### src/rtl/rf_write_arbiter.sv
// Three-requester register-file write arbiter: round-robin or fixed-priority
// grant, one-cycle registered write port, and a per-register pending mask.
module rf_write_arbiter #(
    parameter int RR_ENABLE = 1
) (
    input  logic       clk,
    input  logic       rst,
    input  logic [2:0] req,
    input  logic [1:0] addr0,
    input  logic [1:0] addr1,
    input  logic [1:0] addr2,
    input  logic [7:0] data0,
    input  logic [7:0] data1,
    input  logic [7:0] data2,
    input  logic       hold,
    output logic [2:0] gnt,
    output logic       reg_write,
    output logic [1:0] write_reg,
    output logic [7:0] write_data,
    output logic [3:0] pend_mask
);

    logic [2:0][1:0] addr_a;
    logic [2:0][7:0] data_a;

    logic [1:0] ptr_q, ptr_d, ptr_eff;
    logic       reg_write_q, reg_write_d;
    logic [1:0] write_reg_q, write_reg_d;
    logic [7:0] write_data_q, write_data_d;

    logic [2:0] req_act, rot_req, rot_sel, gnt_c;
    logic [5:0] req_dbl, sel_dbl;

    assign addr_a = {addr2, addr1, addr0};
    assign data_a = {data2, data1, data0};

    // Rotate requests so the pointer index sits at bit 0, pick the lowest
    // set bit, then rotate the one-hot pick back into requester order.
    always_comb begin
        ptr_eff = (RR_ENABLE != 0 && ptr_q != 2'd3) ? ptr_q : 2'd0;
        req_act = hold ? 3'b000 : req;
        req_dbl = {req_act, req_act} >> ptr_eff;
        rot_req = req_dbl[2:0];
        rot_sel = 3'b000;
        if (rot_req[0])      rot_sel = 3'b001;
        else if (rot_req[1]) rot_sel = 3'b010;
        else if (rot_req[2]) rot_sel = 3'b100;
        sel_dbl = {3'b000, rot_sel} << ptr_eff;
        gnt_c   = sel_dbl[2:0] | sel_dbl[5:3];
    end

    // Reset gating stays on the output only, keeping rst out of the flop data path.
    assign gnt = rst ? 3'b000 : gnt_c;

    always_comb begin
        reg_write_d  = |gnt_c;
        write_reg_d  = write_reg_q;
        write_data_d = write_data_q;
        ptr_d        = ptr_eff;
        for (int i = 0; i < 3; i++) begin
            if (gnt_c[i]) begin
                write_reg_d  = addr_a[i];
                write_data_d = data_a[i];
                if (RR_ENABLE != 0) ptr_d = (i == 2) ? 2'd0 : 2'(i + 1);
            end
        end
    end

    always_comb begin
        pend_mask = 4'b0000;
        for (int i = 0; i < 3; i++) begin
            if (req[i] && !gnt[i]) pend_mask[addr_a[i]] = 1'b1;
        end
    end

    always_ff @(posedge clk or posedge rst) begin
        if (rst) begin
            ptr_q        <= 2'd0;
            reg_write_q  <= 1'b0;
            write_reg_q  <= 2'd0;
            write_data_q <= 8'h00;
        end else begin
            ptr_q        <= ptr_d;
            reg_write_q  <= reg_write_d;
            write_reg_q  <= write_reg_d;
            write_data_q <= write_data_d;
        end
    end

    assign reg_write  = reg_write_q;
    assign write_reg  = write_reg_q;
    assign write_data = write_data_q;

endmodule

### config.mk
export PLATFORM = sky130hd
export DESIGN_NAME = rf_write_arbiter
export DESIGN_NICKNAME = d
export VERILOG_FILES = /design/src/rtl/rf_write_arbiter.sv
export SDC_FILE = /design/constraint.sdc
export NUM_CORES = 1
export LEC_CHECK = 0
export CAP_MARGIN = 20
export CORE_MARGIN = 2
export CORE_UTILIZATION = 40
export CTS_CLUSTER_DIAMETER = 100
export CTS_CLUSTER_SIZE = 30
export DETAILED_ROUTE_END_ITERATION = 10
export GPL_ROUTABILITY_DRIVEN = 0
export PLACE_DENSITY = 0.83
export SYNTH_ARGS = -nofsm -noshare
export SYNTH_HDL_FRONTEND = slang
export SYNTH_SLANG_ARGS = --single-unit
### constraint.sdc
create_clock -name clk -period 2.1 [get_ports clk]
set_input_delay 0.42 -clock clk [delete_from_list [all_inputs] [get_ports clk]]
set_output_delay 0.42 -clock clk [all_outputs]
set_load 0.01 [all_outputs]
Word-level counts from Yosys, hierarchy flattened:

Index checks and enable logic that the tools add are counted.

* bits of input ports: 36
* output and inout port bits: 18
* bits in registers: 13

* bitwise operators: 3
* $lt $le $gt $ge: 6
* reduce and logical (&&, ||, !) cells: 11
* multiplexer cells: 24
* shifts and indexed selects: 2
* eq/ne operators: 1

Operator list (number)
* 8-bit two-way mux: 3
* 3-bit two-way mux: 5
* 2-bit two-way mux: 7
* 4-bit two-way mux: 3
* 2-bit by 3-bit less-than comparator with 1-bit output, second input constant: 3
* 4-bit OR: 2
* 1-bit demux with 2-bit select: 3
* 2-bit by 1-bit greater-or-equal comparator with 1-bit output, second input constant: 3
* 1-bit logical AND: 6
* 3-bit by 2-bit left shift with 6-bit output: 1
* 6-bit by 2-bit >> shifter with 3-bit output: 1
* 1-bit logical NOT: 3
* 1-bit two-way mux: 3
* 3-bit OR: 1
* 3-bit nonzero test: 1
* 3-bit OR reduction: 1
* 2-bit != test, second input constant: 1

Depth between registers and ports, before layout:

* depth after elaboration: 16
* mapped depth: 6

Worst setup path before layout:

No wires, ideal clock.

* path kind: input port to output port
* from: input rst
* to: output pend_mask[1]
* path slack: 0.167 ns
* arrival time: 1.513 ns
* stages: 5
* required time: 1.680 ns
* cell sequence: clkbuf_2 > inv_1 > a31oi_1 > nand3_1 > o211ai_1

* cells in the longest elaborated chain, start to end: 8

RTL lines
* start, declared: line 7 `input logic rst,`
* 3-bit two-way mux (*): line 53 `assign gnt = rst ? 3'b000 : gnt_c;`
* 1-bit logical NOT: line 72 `if (req[i] && !gnt[i]) pend_mask[addr_a[i]] = 1'b1;`
* 1-bit logical AND: line 72
* 4-bit two-way mux: line 72
* 4-bit OR (no line)
* 4-bit two-way mux: line 72
* 4-bit OR (no line)
* 4-bit two-way mux (*): line 72
* end, declared: line 20 `output logic [3:0] pend_mask`

Mark *: on every way between the ends. The rest lies on a longest branch, timed or not.

Worst setup path after layout:

* from: register ptr_q[1]
* to: output pend_mask[0]

* cells in the longest elaborated chain, start to end: 16

RTL lines
* start, declared: line 26 `logic [1:0] ptr_q, ptr_d, ptr_eff;`
* start signal, assigned: line 83 `ptr_q <= ptr_d;`
* 2-bit != test: line 40 `ptr_eff = (RR_ENABLE != 0 && ptr_q != 2'd3) ? ptr_q : 2'd0;`
* 2-bit two-way mux (*): line 40
* 6-bit by 2-bit >> shifter with 3-bit output: line 42 `req_dbl = {req_act, req_act} >> ptr_eff;`
* 3-bit two-way mux: line 47 `else if (rot_req[2]) rot_sel = 3'b100;`
* 3-bit two-way mux: line 46 `else if (rot_req[1]) rot_sel = 3'b010;`
* 3-bit two-way mux: line 45 `if (rot_req[0]) rot_sel = 3'b001;`
* 3-bit by 2-bit left shift with 6-bit output (*): line 48 `sel_dbl = {3'b000, rot_sel} << ptr_eff;`
* 3-bit OR (*): line 49 `gnt_c = sel_dbl[2:0] | sel_dbl[5:3];`
* 3-bit two-way mux (*): line 53
* 1-bit logical NOT: line 72
* 1-bit logical AND: line 72
* 4-bit two-way mux: line 72
* 4-bit OR (no line)
* 4-bit two-way mux: line 72
* 4-bit OR (no line)
* 4-bit two-way mux (*): line 72

Marks and branches as above.

==> flow_summary.toml <==
[timing]
max_freq_ghz = 0.461
fin_ws_ps = -68.9
hold_viol_final = 0
min_period_over_period = 1.03
report.final.slew_viol_count = 0
post-route-min-period_ps = 2170
maxSlewHeadroom = 0.629
finalSetupViolCount = 4
tightest_slew_ps = 557
rsz0062_at_grt = "true"
fin_setup_tns_ps = -176
finClkSkew_ps = 4.37

[global_route]
grt_max_degree = 14
grt_pass1_wl_mm = 6.52
first_global_vias = 1385
antenna_found_initial = 0
grt_usage = 0.263
grt.overflow.total = 0

[logic_synthesis]
yosysSeqAreaShare = 0.300
synthesis.area_um2 = 1080
ys_warn_count = 0
syn_nets = 154
synthTopCellsByArea = "dfrtp_1 (30%), o211ai_1 (9.7%), nor3_2 (9.2%)"
synth_top_area_cell = "dfrtp_1"
async_flop_share = 1.00
syn_avg_cell_area_um2 = 9.19
synthDistinctLibCells = 35
ys.flop_type = "dfrtp_1"
synth_edf_count = 0
synth.top_cell.area_share = 0.300
ys_seq_elements = 13
netlist_instances = 118

[final_layout]
syn2layout_area_growth_pct = 77.7
fillers = 176
drive_gt1_frac = 0.384
layout.cells.non_filler = 228
layout_common_cells = "clkdlybuf4s50_1 (41), buf_4 (30), o211ai_1 (14)"
final_core_util = 0.764
finish.instance_area_um2 = 1930
layout.nets = 235
largest_reg_flops = 8
antennaDiodeCount = 0
layout_commonest_cell = "clkdlybuf4s50_1"

[detailed_routing]
avgViaCountPerCell = 6.21
wl_per_cell_um = 18.4
post-route-drc-count = 0
first_iter_violations = 36
drtAntennaViolNets = 0
finalWirelength_mm = 4.19
drtPass1Iterations = 4
vias = 1415

[pwr]
ir_worst_vdd_v = 0.000667
swShare = 0.382
pwr-share-comb = 0.585
switching_power_mw = 0.561
internal_power_mw = 0.906
pwr-share-clk = 0.106
p_leak_nw = 0.756
powerDensity_nw_per_um2 = 761
pwr-share-seq = 0.309

[setup_path]
critPathBufInv = 1
path_cells = "nand2b_4 > a2111o_1 > nand3_1 > o221ai_1 > buf_2"
cp-end-kind = "output pin"
cp_max_fo = 6
worstSetupStartpoint = "ptr_q[1]$_DFF_PP0_"
critPathArrivalTime_ps = 1750
startpoint_type = "flop"
crit_family = "compound AO/OA/AOI/OAI gates"
reg2reg_from = "ptr_q[1]$_DFF_PP0_"
critical-path-max-stage-delay_ps = 460
critical_path_class = "flop to output pin"
cpMaxStageDelayCell = "dfrtp_2"
worstPathRequired_ps = 1680

[run_status]
outcome = "finished, violations left"
violations = "negative setup slack"

[flow_run]
max-cap-violations = 0

[die]
placeableCoreArea_um2 = 2520
fp.dieArea_um2 = 3140
die_y_um = 56.1
die_x_um = 56.1
rows = 18
ios = 54
start_util = 0.430

[placed_design]
dp.cells = 219
numPortBuffers = 53
place.detailed.hpwl_mm = 2.95
place_area_um2 = 1820

[clock_network]
cts_num_sinks = 13
cts_hold_buf = 0
clockBufferDepth = 2
clk_root_buffer_cell = "clkbuf_4"
clk_pin_slew_ps = 80
cts_inserted_buffers = 3
clock_latency_ps = 280
cts_tree = "done"
htreeDepth = 1

[min_path]
hp-class = "input port to asynchronous set/reset pin"
## power groups by stage
| stage | registers, mW | logic (mW) | clock network [mW] |
|---|---|---|---|
| 5_1_grt | 0.465 | 0.906 | 0.166 |
| 3_5_place_dp | 0.445 | 0.813 | 0 |
| 3_3_place_gp | 0.438 | 0.791 | 0 |
| 6_report | 0.453 | 0.859 | 0.156 |
| 4_1_cts | 0.451 | 0.837 | 0.157 |
| 2_1_floorplan | 0.473 | 0.351 | 0 |
## final timing paths
kind / endpoint / slack, ps / cells after the start
worst min-delay path: write_reg[1]$_DFFE_PP0P_ / 390 / 3
worst max register to register: write_reg[1]$_DFFE_PP0P_ / 150 / 6
worst max-delay path: pend_mask[0] / -70 / 5
max in group asynchronous: ptr_q[0]$_DFF_PP0_ / 1380 / 4
worst min register to register: write_data[4]$_DFFE_PP0P_ / 650 / 2
min in group clk: ptr_q[1]$_DFF_PP0_ / 580 / 4
## stage by stage
step                hold slack [ps]  power [mW]  worst slack (ps)
CTS                             340        1.44             -69.5
detailed placement              635        1.26              -650
global placement                624        1.23              -622
floorplan                       490       0.823               167
global route                    383        1.54              -107
finish                          391        1.47             -68.9
## cell type report
class	count	area, µm²	area share
clock buffer	4	26.3	0.0136
tap	30	37.5	0.0195
multi-input combinational	88	743	0.385
sequential	13	328	0.170
timing repair buffer	87	771	0.400
inverter	6	22.5	0.0117
## per-layer routing
layer	track usage	share of wire
met4	0.0782	0.023
met5	0	0
met1	0.318	0.40
met2	0.461	0.51
met3	0.0628	0.069
## worst reg2reg max path, stage by stage (launching register included)
cell and delay [ps]:
dfrtp_2 460, nand2b_4 170, buf_4 160, a21oi_2 150, buf_4 220, o21a_1 500
o31ai_2 160
## logic make-up (layout without fill, tap and decap cells)
group,after synthesis,after routing,share of synthesized area
AO/OA/AOI/OAI,55,55,0.414
AND/OR/NAND/NOR,33,33,0.204
buffers and inverters,17,97,0.0819
flip-flops,13,13,0.300
## timing repair
| action | 4_1_cts | 5_1_grt |
|---|---|---|
| pin swaps | 4 | 4 |
| gates resized for setup | 39 | 10 |
| setup endpoints to repair | 7 | 6 |
| buffers inserted | 4 | 1 |
| endpoints found under the hold margin | 0 | 0 |
## synth_stat cells, drive strengths merged (2+ instances only)
cell / n
a211o: 2
clkbuf: 3
inv: 6
nor3: 11
o2111ai: 2
dfrtp: 13
o31ai: 10
o21ai: 5
nand2: 4
nor2: 8
nor2b: 3
o221ai: 3
buf: 8
nand3: 4
o211ai: 14
a21oi: 4
o22ai: 10
Power figures use the tool's default switching activity.
